## src/rtl/spi_window_pkg.sv

```systemverilog
// Shared types and defaults for the SPI window receiver.
//   rxState_t   : receiver FSM states
//   DEF_*       : default parameter values
//   win_offset  : bit offset of window element [r][c] in the flattened window
package spi_window_pkg;

   typedef enum logic [1:0] {
      IDLE,
      SHIFT,
      COMPLETE
   } rxState_t;

   localparam int unsigned DEF_PIXEL_BITS = 4;
   localparam int unsigned DEF_KERNEL     = 3;
   localparam int unsigned DEF_MSG_BITS   = 16;
   localparam int unsigned DEF_IMG_WIDTH  = 320;
   localparam int unsigned DEF_IMG_HEIGHT = 240;

   function automatic int unsigned win_offset(input int unsigned r,
                                              input int unsigned c,
                                              input int unsigned kernel,
                                              input int unsigned pixelBits);
      return (r * kernel + c) * pixelBits;
   endfunction

endpackage

```

## src/rtl/spi_sync_receiver.sv

```systemverilog
// Oversampling SPI receiver running on the system clock.
//   clk_i, rst_i : system clock, async active-high reset
//   sclk_i, sdi_i, ncs_i : raw SPI inputs (2-flop synchronised here)
//   colWord_o    : low COL_BITS bits of the last complete message
//   colValid_o   : one-cycle pulse when colWord_o is updated
module spi_sync_receiver
   import spi_window_pkg::*;
#(
   parameter int unsigned MSG_BITS = DEF_MSG_BITS,
   parameter int unsigned COL_BITS = DEF_KERNEL * DEF_PIXEL_BITS
) (
   input  logic                clk_i,
   input  logic                rst_i,
   input  logic                sclk_i,
   input  logic                sdi_i,
   input  logic                ncs_i,
   output logic [COL_BITS-1:0] colWord_o,
   output logic                colValid_o
);

   localparam int unsigned         CNT_BITS = $clog2(MSG_BITS + 1);
   localparam logic [CNT_BITS-1:0] LAST_BIT = CNT_BITS'(MSG_BITS - 1);

   logic [1:0]          sclkSync_q;
   logic [1:0]          sdiSync_q;
   logic [1:0]          ncsSync_q;
   logic                sclkPrev_q;
   rxState_t            state_q;
   logic [CNT_BITS-1:0] bitCount_q;
   logic [COL_BITS-1:0] shift_q;
   logic [COL_BITS-1:0] colWord_q;
   logic                colValid_q;

   logic sclkRise;
   logic ncsLow;

   assign sclkRise   = sclkSync_q[1] & ~sclkPrev_q;
   assign ncsLow     = ~ncsSync_q[1];
   assign colWord_o  = colWord_q;
   assign colValid_o = colValid_q;

   // Only the low COL_BITS of a message are kept; earlier (higher) bits
   // simply fall off the end of the shift register.
   always_ff @(posedge clk_i or posedge rst_i) begin
      if (rst_i) begin
         sclkSync_q <= '0;
         sdiSync_q  <= '0;
         ncsSync_q  <= '0;
         sclkPrev_q <= 1'b0;
         state_q    <= IDLE;
         bitCount_q <= '0;
         shift_q    <= '0;
         colWord_q  <= '0;
         colValid_q <= 1'b0;
      end else begin
         sclkSync_q <= {sclkSync_q[0], sclk_i};
         sdiSync_q  <= {sdiSync_q[0], sdi_i};
         ncsSync_q  <= {ncsSync_q[0], ncs_i};
         sclkPrev_q <= sclkSync_q[1];
         colValid_q <= 1'b0;
         case (state_q)
            IDLE: begin
               bitCount_q <= '0;
               if (ncsLow) begin
                  state_q <= SHIFT;
               end
            end
            SHIFT: begin
               if (!ncsLow) begin
                  bitCount_q <= '0;
                  state_q    <= IDLE;
               end else if (sclkRise) begin
                  shift_q    <= {shift_q[COL_BITS-2:0], sdiSync_q[1]};
                  bitCount_q <= bitCount_q + CNT_BITS'(1);
                  if (bitCount_q == LAST_BIT) begin
                     state_q <= COMPLETE;
                  end
               end
            end
            COMPLETE: begin
               colValid_q <= 1'b1;
               colWord_q  <= shift_q;
               bitCount_q <= '0;
               state_q    <= ncsLow ? SHIFT : IDLE;
            end
            default: begin
               state_q <= IDLE;
            end
         endcase
      end
   end

endmodule

```

## src/rtl/spi_window_receiver.sv

```systemverilog
// Rebuilds a KERNEL x KERNEL pixel window from SPI column messages and hands
// it to the downstream datapath over valid/ready.
//   mainClk, reset        : system clock, async active-high reset
//   sclk, sdi, ncs        : SPI slave inputs (oversampled on mainClk)
//   windowData            : element [r][c] at (r*KERNEL+c)*PIXEL_BITS, c=0 oldest
//   windowValid/Ready     : output handshake
//   windowX, windowY      : left-edge column and row of the window
//   rowStart, frameStart  : window at x==0 / at (0,0)
//   overrun, clearOverrun : sticky lost-window flag and its clear
module spi_window_receiver
   import spi_window_pkg::*;
#(
   parameter int unsigned PIXEL_BITS = DEF_PIXEL_BITS,
   parameter int unsigned KERNEL     = DEF_KERNEL,
   parameter int unsigned MSG_BITS   = DEF_MSG_BITS,
   parameter int unsigned IMG_WIDTH  = DEF_IMG_WIDTH,
   parameter int unsigned IMG_HEIGHT = DEF_IMG_HEIGHT,
   parameter int unsigned X_BITS     = $clog2(IMG_WIDTH),
   parameter int unsigned Y_BITS     = $clog2(IMG_HEIGHT)
) (
   input  logic                                 mainClk,
   input  logic                                 reset,
   input  logic                                 sclk,
   input  logic                                 sdi,
   input  logic                                 ncs,
   output logic [KERNEL*KERNEL*PIXEL_BITS-1:0]  windowData,
   output logic                                 windowValid,
   input  logic                                 windowReady,
   output logic [X_BITS-1:0]                    windowX,
   output logic [Y_BITS-1:0]                    windowY,
   output logic                                 rowStart,
   output logic                                 frameStart,
   output logic                                 overrun,
   input  logic                                 clearOverrun
);

   localparam int unsigned          COL_BITS  = KERNEL * PIXEL_BITS;
   localparam int unsigned          WIN_BITS  = KERNEL * COL_BITS;
   localparam int unsigned          FILL_BITS = $clog2(KERNEL + 1);
   localparam logic [X_BITS-1:0]    X_LAST    = X_BITS'(IMG_WIDTH - 1);
   localparam logic [Y_BITS-1:0]    Y_LAST    = Y_BITS'(IMG_HEIGHT - 1);
   localparam logic [X_BITS-1:0]    X_BACK    = X_BITS'(KERNEL - 1);
   localparam logic [FILL_BITS-1:0] FILL_FULL = FILL_BITS'(KERNEL);

   logic [COL_BITS-1:0]  colWord;
   logic                 colValid;

   logic [WIN_BITS-1:0]  win_q, win_d;
   logic [X_BITS-1:0]    colX_q;
   logic [Y_BITS-1:0]    colY_q;
   logic [FILL_BITS-1:0] fill_q, fill_d;
   logic                 loadPending_q;
   logic [X_BITS-1:0]    pendX_q;
   logic [Y_BITS-1:0]    pendY_q;

   logic [WIN_BITS-1:0]  outData_q;
   logic                 outValid_q;
   logic [X_BITS-1:0]    outX_q;
   logic [Y_BITS-1:0]    outY_q;
   logic                 rowStart_q;
   logic                 frameStart_q;
   logic                 overrun_q;

   spi_sync_receiver #(
      .MSG_BITS (MSG_BITS),
      .COL_BITS (COL_BITS)
   ) u_rx (
      .clk_i      (mainClk),
      .rst_i      (reset),
      .sclk_i     (sclk),
      .sdi_i      (sdi),
      .ncs_i      (ncs),
      .colWord_o  (colWord),
      .colValid_o (colValid)
   );

   // Column shift: each row moves one place toward c=0, new pixel enters at
   // c=KERNEL-1. Row 0 is the most significant pixel field of the column word.
   always_comb begin
      win_d = win_q;
      for (int unsigned r = 0; r < KERNEL; r++) begin
         for (int unsigned c = 0; c < KERNEL - 1; c++) begin
            win_d[win_offset(r, c, KERNEL, PIXEL_BITS) +: PIXEL_BITS] =
               win_q[win_offset(r, c + 1, KERNEL, PIXEL_BITS) +: PIXEL_BITS];
         end
         win_d[win_offset(r, KERNEL - 1, KERNEL, PIXEL_BITS) +: PIXEL_BITS] =
            colWord[(KERNEL - 1 - r) * PIXEL_BITS +: PIXEL_BITS];
      end
   end

   // Fill restarts at the first column of every row so windows never span rows.
   always_comb begin
      fill_d = fill_q;
      if (colX_q == '0) begin
         fill_d = FILL_BITS'(1);
      end else if (fill_q != FILL_FULL) begin
         fill_d = fill_q + FILL_BITS'(1);
      end
   end

   always_ff @(posedge mainClk or posedge reset) begin
      if (reset) begin
         win_q         <= '0;
         colX_q        <= '0;
         colY_q        <= '0;
         fill_q        <= '0;
         loadPending_q <= 1'b0;
         pendX_q       <= '0;
         pendY_q       <= '0;
         outData_q     <= '0;
         outValid_q    <= 1'b0;
         outX_q        <= '0;
         outY_q        <= '0;
         rowStart_q    <= 1'b0;
         frameStart_q  <= 1'b0;
         overrun_q     <= 1'b0;
      end else begin
         loadPending_q <= 1'b0;
         if (colValid) begin
            win_q         <= win_d;
            fill_q        <= fill_d;
            pendX_q       <= colX_q - X_BACK;
            pendY_q       <= colY_q;
            loadPending_q <= (fill_d == FILL_FULL);
            if (colX_q == X_LAST) begin
               colX_q <= '0;
               colY_q <= (colY_q == Y_LAST) ? '0 : colY_q + Y_BITS'(1);
            end else begin
               colX_q <= colX_q + X_BITS'(1);
            end
         end

         // Coordinates of the completed column are held in pend*_q because
         // colX_q/colY_q have already advanced by the time the output loads.
         if (loadPending_q) begin
            outData_q    <= win_q;
            outX_q       <= pendX_q;
            outY_q       <= pendY_q;
            rowStart_q   <= (pendX_q == '0);
            frameStart_q <= (pendX_q == '0) && (pendY_q == '0);
            outValid_q   <= 1'b1;
         end else if (outValid_q && windowReady) begin
            outValid_q <= 1'b0;
         end

         // Set has priority over clear.
         if (loadPending_q && outValid_q && !windowReady) begin
            overrun_q <= 1'b1;
         end else if (clearOverrun) begin
            overrun_q <= 1'b0;
         end
      end
   end

   assign windowData  = outData_q;
   assign windowValid = outValid_q;
   assign windowX     = outX_q;
   assign windowY     = outY_q;
   assign rowStart    = rowStart_q;
   assign frameStart  = frameStart_q;
   assign overrun     = overrun_q;

endmodule

```

## config.mk

```make
export PLATFORM = sky130hd
export DESIGN_NAME = spi_window_receiver
export DESIGN_NICKNAME = d
export VERILOG_FILES = /design/src/rtl/spi_window_pkg.sv /design/src/rtl/spi_sync_receiver.sv /design/src/rtl/spi_window_receiver.sv
export SDC_FILE = /design/constraint.sdc
export NUM_CORES = 1
export LEC_CHECK = 0
export ABC_AREA = 1
export BUFFER_PORTS_ARGS = -buffer_cell sky130_fd_sc_hd__buf_2
export CAP_MARGIN = 40
export CELL_PAD_IN_SITES_DETAIL_PLACEMENT = 1
export CELL_PAD_IN_SITES_GLOBAL_PLACEMENT = 2
export CORE_MARGIN = 10
export CORE_UTILIZATION = 31
export DETAILED_ROUTE_END_ITERATION = 12
export GPL_TIMING_DRIVEN = 1
export PLACE_DENSITY_LB_ADDON = 0.12
export SLEW_MARGIN = 15
export SYNTH_ARGS = -nofsm -noshare
export SYNTH_HDL_FRONTEND = slang
export SYNTH_SLANG_ARGS = --single-unit
```

## constraint.sdc

```tcl
create_clock -name mainClk -period 4.4 [get_ports mainClk]
set_input_delay 0.22 -clock mainClk [delete_from_list [all_inputs] [get_ports mainClk]]
set_output_delay 0.22 -clock mainClk [all_outputs]
set_load 0.02 [all_outputs]
```

## Word level (Yosys, flattened, before mapping)

Cells that the tools add are included.
Widths: inputs -> output; s select.

- Add/sub/neg operators: 5
- Eq/ne operators: 10
- Muxes and demuxes: 19
- Bitwise logic cells: 3
- Reductions and logical operators: 17

Operators by type and width:

| cell | count |
|---|---|
| $logic_not 9->1 | 2 |
| $mux 2 | 6 |
| $mux 5 | 2 |
| $pmux 5 s2 | 1 |
| $add 9x1->9 const B | 1 |
| $eq 9x9->1 const B | 1 |
| $mux 9 | 1 |
| $sub 9x2->9 const B | 1 |
| $add 8x1->8 const B | 1 |
| $eq 8x8->1 const B | 1 |
| $logic_not 8->1 | 1 |
| $mux 8 | 1 |
| $mux 1 | 7 |
| $ne 3x1->1 const B | 2 |
| $pmux 2 s3 | 1 |
| $reduce_and 3->1 | 2 |
| $reduce_bool 2->1 | 3 |
| $add 5x1->5 const B | 1 |
| $eq 5x4->1 const B | 1 |
| $eq 2x2->1 const B | 2 |
| $logic_and 1x1->1 | 4 |
| $ne 2x2->1 const B | 2 |
| $reduce_and 2->1 | 2 |
| $add 2x1->2 const B | 1 |
| 6 further kinds | 7 |

- Register bits: 169
- Input port bits: 7
- Output and inout bits: 57
- Word-level logic and storage cells: 77

## Longest topological paths before layout

Gate-level depths: netlist of run 1.

- Word-level depth: 5
- Gate-level depth with buffers: 9
- Gate-level depth less buffers: 9

## By module

A second synthesis of run 1 with hierarchy kept.

- Cell total of the unflattened synthesis: 748
- Area, all modules: 6875.3 um2

Modules (own cells, without submodules):

| module | times used | cells an instance | area an instance (um2) | seq. area each (um2) |
|---|---|---|---|---|
| spi_window_receiver | 1 | 600 | 5323.9 | 3253.1 |
| spi_sync_receiver | 1 | 148 | 1551.5 | 975.9 |

## Worst setup path after synthesis of run 1

No wires, ideal clock.

- Kind: register -> register
- Start point: reg u_rx.bitCount_q[0]
- End point: reg u_rx.bitCount_q[4]
- Setup time: 0.083 ns
- Data arrival time: 1.216 ns
- Required time: 4.317 ns
- Slack: 3.101 ns
- Cell stages (with the launch flop): 8
- Buffers on the path: 0
- Period minus slack after synthesis: 1.299 ns
- Cell sequence: dfrtp_1 -> ha_1 -> nand2_1 -> nor2_1 -> ha_1 -> nor3_1 -> nand2_1 -> o21ai_0

- Longest elaborated chain between the ends: 4

Ends and longest elaborated chain:

| what | RTL line | text |
|---|---|---|
| start: declaration | spi_sync_receiver.sv:29 | `logic [CNT_BITS-1:0] bitCount_q;` |
| start signal: assignment | spi_sync_receiver.sv:74 | `bitCount_q <= bitCount_q + CNT_BITS'(1);` |
| $add 5x1->5 | spi_sync_receiver.sv:74 |  |
| $mux 5 | spi_sync_receiver.sv:72 | `end else if (sclkRise) begin` |
| $mux 5 | spi_sync_receiver.sv:69 | `if (!ncsLow) begin` |
| $pmux 5 s2 | spi_sync_receiver.sv:61 | `case (state_q)` |

Every way passes these cells. The select of a mux whose other input is x is not followed.
A chain may end at the register's enable or synchronous reset.

## Final worst setup path of run 1

- Start point: reg loadPending_q
- End point: reg overrun_q, in the netlist overrun

- Longest elaborated chain between the ends: 3
- Elaborated cells between the ends (all ways): 4
- Classes of those cells: mux: 1; reduce/logical: 3

Ends and longest elaborated chain:

| what | RTL line | text |
|---|---|---|
| start: declaration | spi_window_receiver.sv:52 | `logic loadPending_q;` |
| start signal: assignment | spi_window_receiver.sv:124 | `loadPending_q <= (fill_d == FILL_FULL);` |
| $logic_and 1x1->1 (*) (2 in series) | spi_window_receiver.sv:147 | `if (loadPending_q && outValid_q && !windowReady) begin` |
| $mux 1 / $reduce_bool 2->1 (equally long branches) | - |  |
| end signal: assignment | spi_window_receiver.sv:116 | `overrun_q <= 1'b0;` |
| end signal: assignment | spi_window_receiver.sv:148 | `overrun_q <= 1'b1;` |
| end signal: assignment | spi_window_receiver.sv:150 | `overrun_q <= 1'b0;` |
| end: declaration | spi_window_receiver.sv:62 | `logic overrun_q;` |

Every way passes the cells marked *; elsewhere a longest branch is shown, timed or not.

==> metrics.txt, run 1 <==
clk sinks=169; Netlist cell types=33; RSZ-0062 raised after global routing=false; Worst VDD drop=0.000224 V; Die X=168 um; Max-cap violations=0; area leader, netlist=dfrtp_1; DRC viols=0; Synth area leaders=dfrtp_1, nand2_1, o21ai_0; hpwl dp=10,600 um; CTS Root Cell=clkbuf_16; FP Rows=53; CTS H-tree lvls=4; setup tns final=0 ns; initial antenna violation count=0; CTS tree=built; ant diodes=0; number of vias per cell=between 4 and 5; Worst Tran Pin Value=about 1.0 ns; PD cells=387 mW/mm^2; starting density of the core=31.8%; post-synthesis cell area=about 0.0068 mm^2; Clock transition at path regs=approximately 0.070 ns; CP Class=reg -> reg; area grow syn2layout=18.0%; NumNets Final=802; Worst slew margin=33.6%; Crit. End Element=flip-flop; Num CTS Buffers=17; endpoints failing setup=0; Post-Place Worst Slack=2.42 ns; Clock power frac=46.0%; post-DR wirelength/cell=14.3 um; die height=168 um; P_leak=3.93 nW; critical path launch point type=flip-flop; Worst Path Max Fanout=32; sequential share of the synthesized area=between 60% and 70%; Period minus WS final=1.93 ns; Combinational Power Share=2.5%; Tot GR Track Use=11.4%; vias=4,802; Syn Area/Cell=9.33 um^2; core area=0.0212 mm^2; switching share of power=22.7%; largest net degree at the start of global routing=170; grt total ovfl=0; critical path arrival=2.28 ns; Final ANT Viol Nets=0; Cells after Synth=724; 1st-iter DRT viols=335; Clock Skew=0.0117 ns; fin. max-slew vios=0; first-pass GRT wire length=26,600 um; drt pass-1 iters=4; Die ar.=0.0281 mm^2; CTS Buffer Depth=2; final worst path period share=43.8%; via count of the first global-routing pass=5,012; Post-CTS Setup Inserts=0; final wirelength=15,400 um; switching power total=around 0.0007 W; Max Clock Freq=519 MHz; final hold vios=0; share of post-route cells with drive strength above 1=13.9%; # port buffers=63; final worst slack=2.47 ns; outcome=completed; routability congestion estimate=roughly 0.76; syn_nets=738; I/O pin cnt=64; yosys warns=0; power share of the sequential group=51.6%; internal power=0.00238 W; FF+latch count, synth=approximately 170; post-synth top area share=62.6%; Hold Crit Class=in -> async; Clk Latency, worst-skew pair=0.42 ns; Worst EP required=4.76 ns
## critical path: stages (launching register included)
cell	delay [ns]
dfrtp_1	0.51
inv_2	0.28
buf_16	0.25
o32ai_1	0.25
dlygate4sd3_1	0.58
## synthesized netlist by cell type
master and number:
nand3_1 14, nor3_4 1, and3_1 1, nor2_1 36, clkbuf_1 13, o211ai_1 1
nor3_1 5, o21a_1 1, o31ai_1 1, o21ai_0 133, xor2_1 6, nand2_4 1
clkbuf_2 1, dfrtp_1 169, nand4_1 7, inv_2 1, xnor2_1 1, a21oi_1 3
ha_1 7, buf_2 12, a22oi_1 3, nor2_2 1, nand2_2 3, or2_2 1
buf_6 3, nor4_1 1, nand2_1 196, nor2_4 1, inv_1 96, o22ai_1 1
o21ai_1 2, nor2_8 1, o32ai_1 1
## power by group through the flow
stage | logic (W) | clock network, W | registers, W
finish | 0.0000758 | 0.00142 | 0.00159
global route | 0.0000924 | 0.00155 | 0.00159
CTS | 0.0000806 | 0.00147 | 0.00159
detailed placement | 0.0000768 | 0 | 0.00162
global placement | 0.0000751 | 0 | 0.00162
floorplan | 0.0000542 | 0 | 0.00162
## routing by layer
metal	GRT usage [%]	vias up	share of wire, %
met3	3.28	9	3.6
met2	17.4	56	45
li1	-	2407	-
met4	3.07	0	0.84
met5	0	-	0
met1	15.5	2330	50
## placed cells by master (no fill, tap or decap), types with 2 or more instances in the layout
master	instances
nand4_1	7
a22oi_1	3
nand2_1	196
buf_12	2
xor2_1	6
inv_2	2
dfrtp_1	168
dlygate4sd3_1	6
inv_6	3
inv_1	94
clkinv_2	3
clkbuf_16	17
o21ai_1	2
nor3_1	5
nand2_2	3
ha_1	7
nand3_1	14
clkinvlp_4	4
o21ai_0	133
buf_4	2
clkinv_4	3
a21oi_1	3
nor2_1	36
buf_2	63
clkbuf_1	2
## through the flow
stage	hold WS (ns)	util (%)	area, um^2	power, W	std cells
2_1_floorplan	0.251	-	6760	0.00167	724
3_3_place_gp	0.332	34.4	7300	0.00169	1036
3_5_place_dp	0.330	34.5	7320	0.00169	1037
4_1_cts	0.131	37.4	7940	0.00314	1075
5_1_grt	0.164	37.5	7970	0.00323	1076
6_report	0.00278	37.5	7970	0.00308	1076
## registers in the layout, summed over array words and instances, names as in the netlist
register         count
win_q               36
pendY_q              8
u_rx.colValid_o      1
overrun              1
colY_q               8
fill_q               2
windowX              9
u_rx.bitCount_q      5
u_rx.state_q         2
u_rx.ncsSync_q       2
u_rx.shift_q        12
u_rx.colWord_o      12
windowValid          1
colX_q               9
frameStart           1
u_rx.sdiSync_q       2
windowY              8
loadPending_q        1
u_rx.sclkSync_q      2
pendX_q              9
rowStart             1
u_rx.sclkPrev_q      1
windowData          36
## logic make-up after synthesis
| group | share of synthesized area (%) |
|---|---|
| buf+inv | 7.58 |
| flops | 62.6 |
| fa+ha+maj | 1.30 |
| xor+xnor | 0.908 |
| compound gates | 11.1 |
| simple gates | 16.5 |
## worst paths after layout
kind                              startpoint                end  slack, ns  cells after the start
min reg2reg                u_rx.ncsSync_q[0]  u_rx.ncsSync_q[1]       0.35                      0
min                                    reset      windowData[7]      0.003                      3
max reg2reg                    loadPending_q            overrun       2.47                      4
max                            loadPending_q            overrun       2.47                      4
min in group mainClk       u_rx.ncsSync_q[0]  u_rx.ncsSync_q[1]       0.35                      0
max in group asynchronous              reset          colX_q[7]       3.60                      3
## what timing repair did
action                    CTS  global route
hold endpoints to repair    5             0
gates resized for setup     0             0
hold buffers                6             0
## final cells by class
class                   instances  area [um^2]
clock buffers                  19          433
clock inverters                13          120
fillers                      2489        13300
inverters                      97          368
multi-input cells             429         2010
flip-flops and latches        169         4230
well taps                     275          344
repair buffers                 74          458
Note: power is estimated with default switching activity, not from simulation.
==> inputs of run 2 (changes only) <==
==> constraint.sdc (replaced) <==
create_clock -name mainClk -period 1.6 [get_ports mainClk]
set_input_delay 0.08 -clock mainClk [delete_from_list [all_inputs] [get_ports mainClk]]
set_output_delay 0.08 -clock mainClk [all_outputs]
set_load 0.02 [all_outputs]
==> metrics.txt, run 2 (synthesis results as in run 1) <==
Hold Crit Class=in -> reg (was in -> async); Clock Skew=0.00910 ns (was 0.0117 ns); grt total ovfl=0 (unchanged); Max Clock Freq=693 MHz (was 519 MHz); CP most frequent cell=nor2_1; worst reg2reg path endpoint=colY_q[1] (was overrun); Slowest cell on crit path=dfrtp_1 (was dlygate4sd3_1); post-DR wirelength/cell=14.9 um (was 14.3 um); most frequent cells in the layout=nand2_1, dfrtp_1, o21ai_0 (unchanged); CTS Root Cell=clkbuf_16 (unchanged); DRC viols=0 (unchanged); Top delay family on crit path=simple AND/OR/NAND/NOR gates (was buffers and inverters); Crit. End Element=flip-flop (unchanged); Worst EP required=1.92 ns (was 4.76 ns); FP Rows=53 (unchanged); Worst path max stage delay=0.41 ns (was 0.58 ns); Worst Path Max Fanout=5 (was 32); PD cells=1060 mW/mm^2 (was 387 mW/mm^2); Worst Reg-to-Reg Cells=6 (was 4); number of vias per cell=4.52 (was 4.46); most common cell after layout, fill and taps aside=nand2_1 (unchanged); share of post-route cells with drive strength above 1=15.4% (was 13.9%); critical path depth=6 (was 4); 1st-iter DRT viols=271 (was 335); Buf/Inv on CP=0 (was 3); vias=4,914 (was 4,802); NumNets Final=814 (was 802); outcome=completed (unchanged); # port buffers=63 (unchanged); Final ANT Viol Nets=0 (unchanged); final hold vios=0 (unchanged); hpwl dp=11,300 um (was 10,600 um); Clk Latency, worst-skew pair=0.43 ns (was 0.42 ns); CTS H-tree lvls=4 (unchanged); via count of the first global-routing pass=5,249 (was 5,012); Fillers=2,483 (was 2,489); starting density of the core=31.8% (unchanged); P_leak=3.98 nW (was 3.93 nW); Max-cap violations=0 (unchanged); Clock transition at path regs=0.07 ns (about the same); CTS Buffer Depth=2 (unchanged); CTS tree=built (unchanged); Die X=168 um (unchanged); routability congestion estimate=0.763 (was 0.755); RSZ-0062 raised after global routing=false (unchanged); Post-Place Worst Slack=0.101 ns (was 2.42 ns); Tot GR Track Use=11.9% (was 11.4%); final worst path period share=90.2% (was 43.8%); die height=168 um (unchanged); initial antenna violation count=0 (unchanged); ant diodes=0 (unchanged); Num CTS Buffers=17 (unchanged); core area=0.0212 mm^2 (unchanged); critical path arrival=1.76 ns (was 2.28 ns); Worst Setup EP=colY_q[1] (was overrun); clk sinks=169 (unchanged); Period minus WS final=1.44 ns (was 1.93 ns); drt pass-1 iters=4 (unchanged); Worst slew margin=67.1% (was 33.6%); CP Class=reg -> reg (unchanged); critical path launch point type=flip-flop (unchanged); fin. max-slew vios=0 (unchanged); r2r setup slk=0.16 ns (was 2.47 ns); largest net degree at the start of global routing=66 (was 170); Worst VDD drop=0.000757 V (was 0.000224 V); area grow syn2layout=19.5% (was 18.0%); endpoints failing setup=0 (unchanged); I/O pin cnt=64 (unchanged); crit-path cells=ha_1, nand2_1, nor2_4, nand4_1, nor2_1, nor2_1 (was inv_2, buf_16, o32ai_1, dlygate4sd3_1); first-pass GRT wire length=27,600 um (was 26,600 um); r2r startpoint=colX_q[0] (was loadPending_q); worst hold margin=0.284 ns (was 0.00278 ns); Crit. Startpoint=colX_q[0] (was loadPending_q); final worst slack=0.157 ns (was 2.47 ns); final wirelength=16,200 um (was 15,400 um); Total Power=0.00858 W (was 0.00308 W); Worst Tran Pin Value=0.493 ns (was 0.997 ns); Die ar.=0.0281 mm^2 (unchanged)
run 2: cell types whose count changed in the layout (fill, tap and decap cells not counted), sizes merged:
cell,change
buf,+10
clkinvlp,+4
clkinv,-3
clkbuf,-1
dlygate4sd3,+1
inv,+1
run 2: worst reg2reg max path, stage by stage, from the launching register on:
cell and delay (ns):
dfrtp_1 0.41, ha_1 0.19, nand2_1 0.11, nor2_4 0.15, nand4_1 0.25, nor2_1 0.18
nor2_1 0.05
run 2: metrics by stage:
step	util, %	cell area, um^2	setup TNS (ns)	std cells
after floorplan	-	6760	-107.27	724
after global placement	34.9	7400	0	1045
after detailed placement	34.9	7400	0	1045
after CTS	37.9	8040	0	1084
after global routing	38.0	8070	0	1088
final	38.0	8070	0	1088
run 2: worst min-delay path by stage:
stage / depth (start not counted) / start / endpoint / slack (ns)
finish: 2 / sclk / u_rx.sclkSync_q[0] / 0.28
global route: 2 / ncs / u_rx.ncsSync_q[0] / 0.28
CTS: 2 / sdi / u_rx.sdiSync_q[0] / 0.27
detailed placement: 1 / sclk / u_rx.sclkSync_q[0] / 0.19
global placement: 1 / sdi / u_rx.sdiSync_q[0] / 0.19
floorplan: 0 / ncs / u_rx.ncsSync_q[0] / 0.11
run 2: area by class of cell:
cell class / count / area [um^2] / area share, %
inverters: 97 / 372 / 4.60
well taps: 275 / 344 / 4.26
repair inverters: 1 / 7.51 / 0.0930
clock buffers: 18 / 429 / 5.32
flip-flops and latches: 169 / 4230 / 52.4
multi-input cells: 429 / 2010 / 25.0
repair buffers: 85 / 536 / 6.63
clock inverters: 14 / 139 / 1.72
run 2: metal layers:
layer / track usage [%] / up-vias / wire (um)
li1: - / 2429 / -
met1: 15.6 / 2411 / 7860
met2: 18.8 / 55 / 7590
met3: 3.02 / 19 / 480
met4: 4.09 / 0 / 245
met5: 0 / - / 0
run 2: repair_timing:
| action | in CTS | in global routing |
|---|---|---|
| hold buffers | 7 | 0 |
| buffers inserted | 0 | 3 |
| endpoints found under the hold margin | 174 | 0 |
| endpoints found under the setup margin | 0 | 13 |
| gates resized for setup | 0 | 3 |
run 2: power by group:
group	total [W]	internal (W)	switching, W
clock	0.00398	0.00218	0.00180
sequential	0.00437	0.00433	0.0000365
combinational	0.000225	0.0000635	0.000162
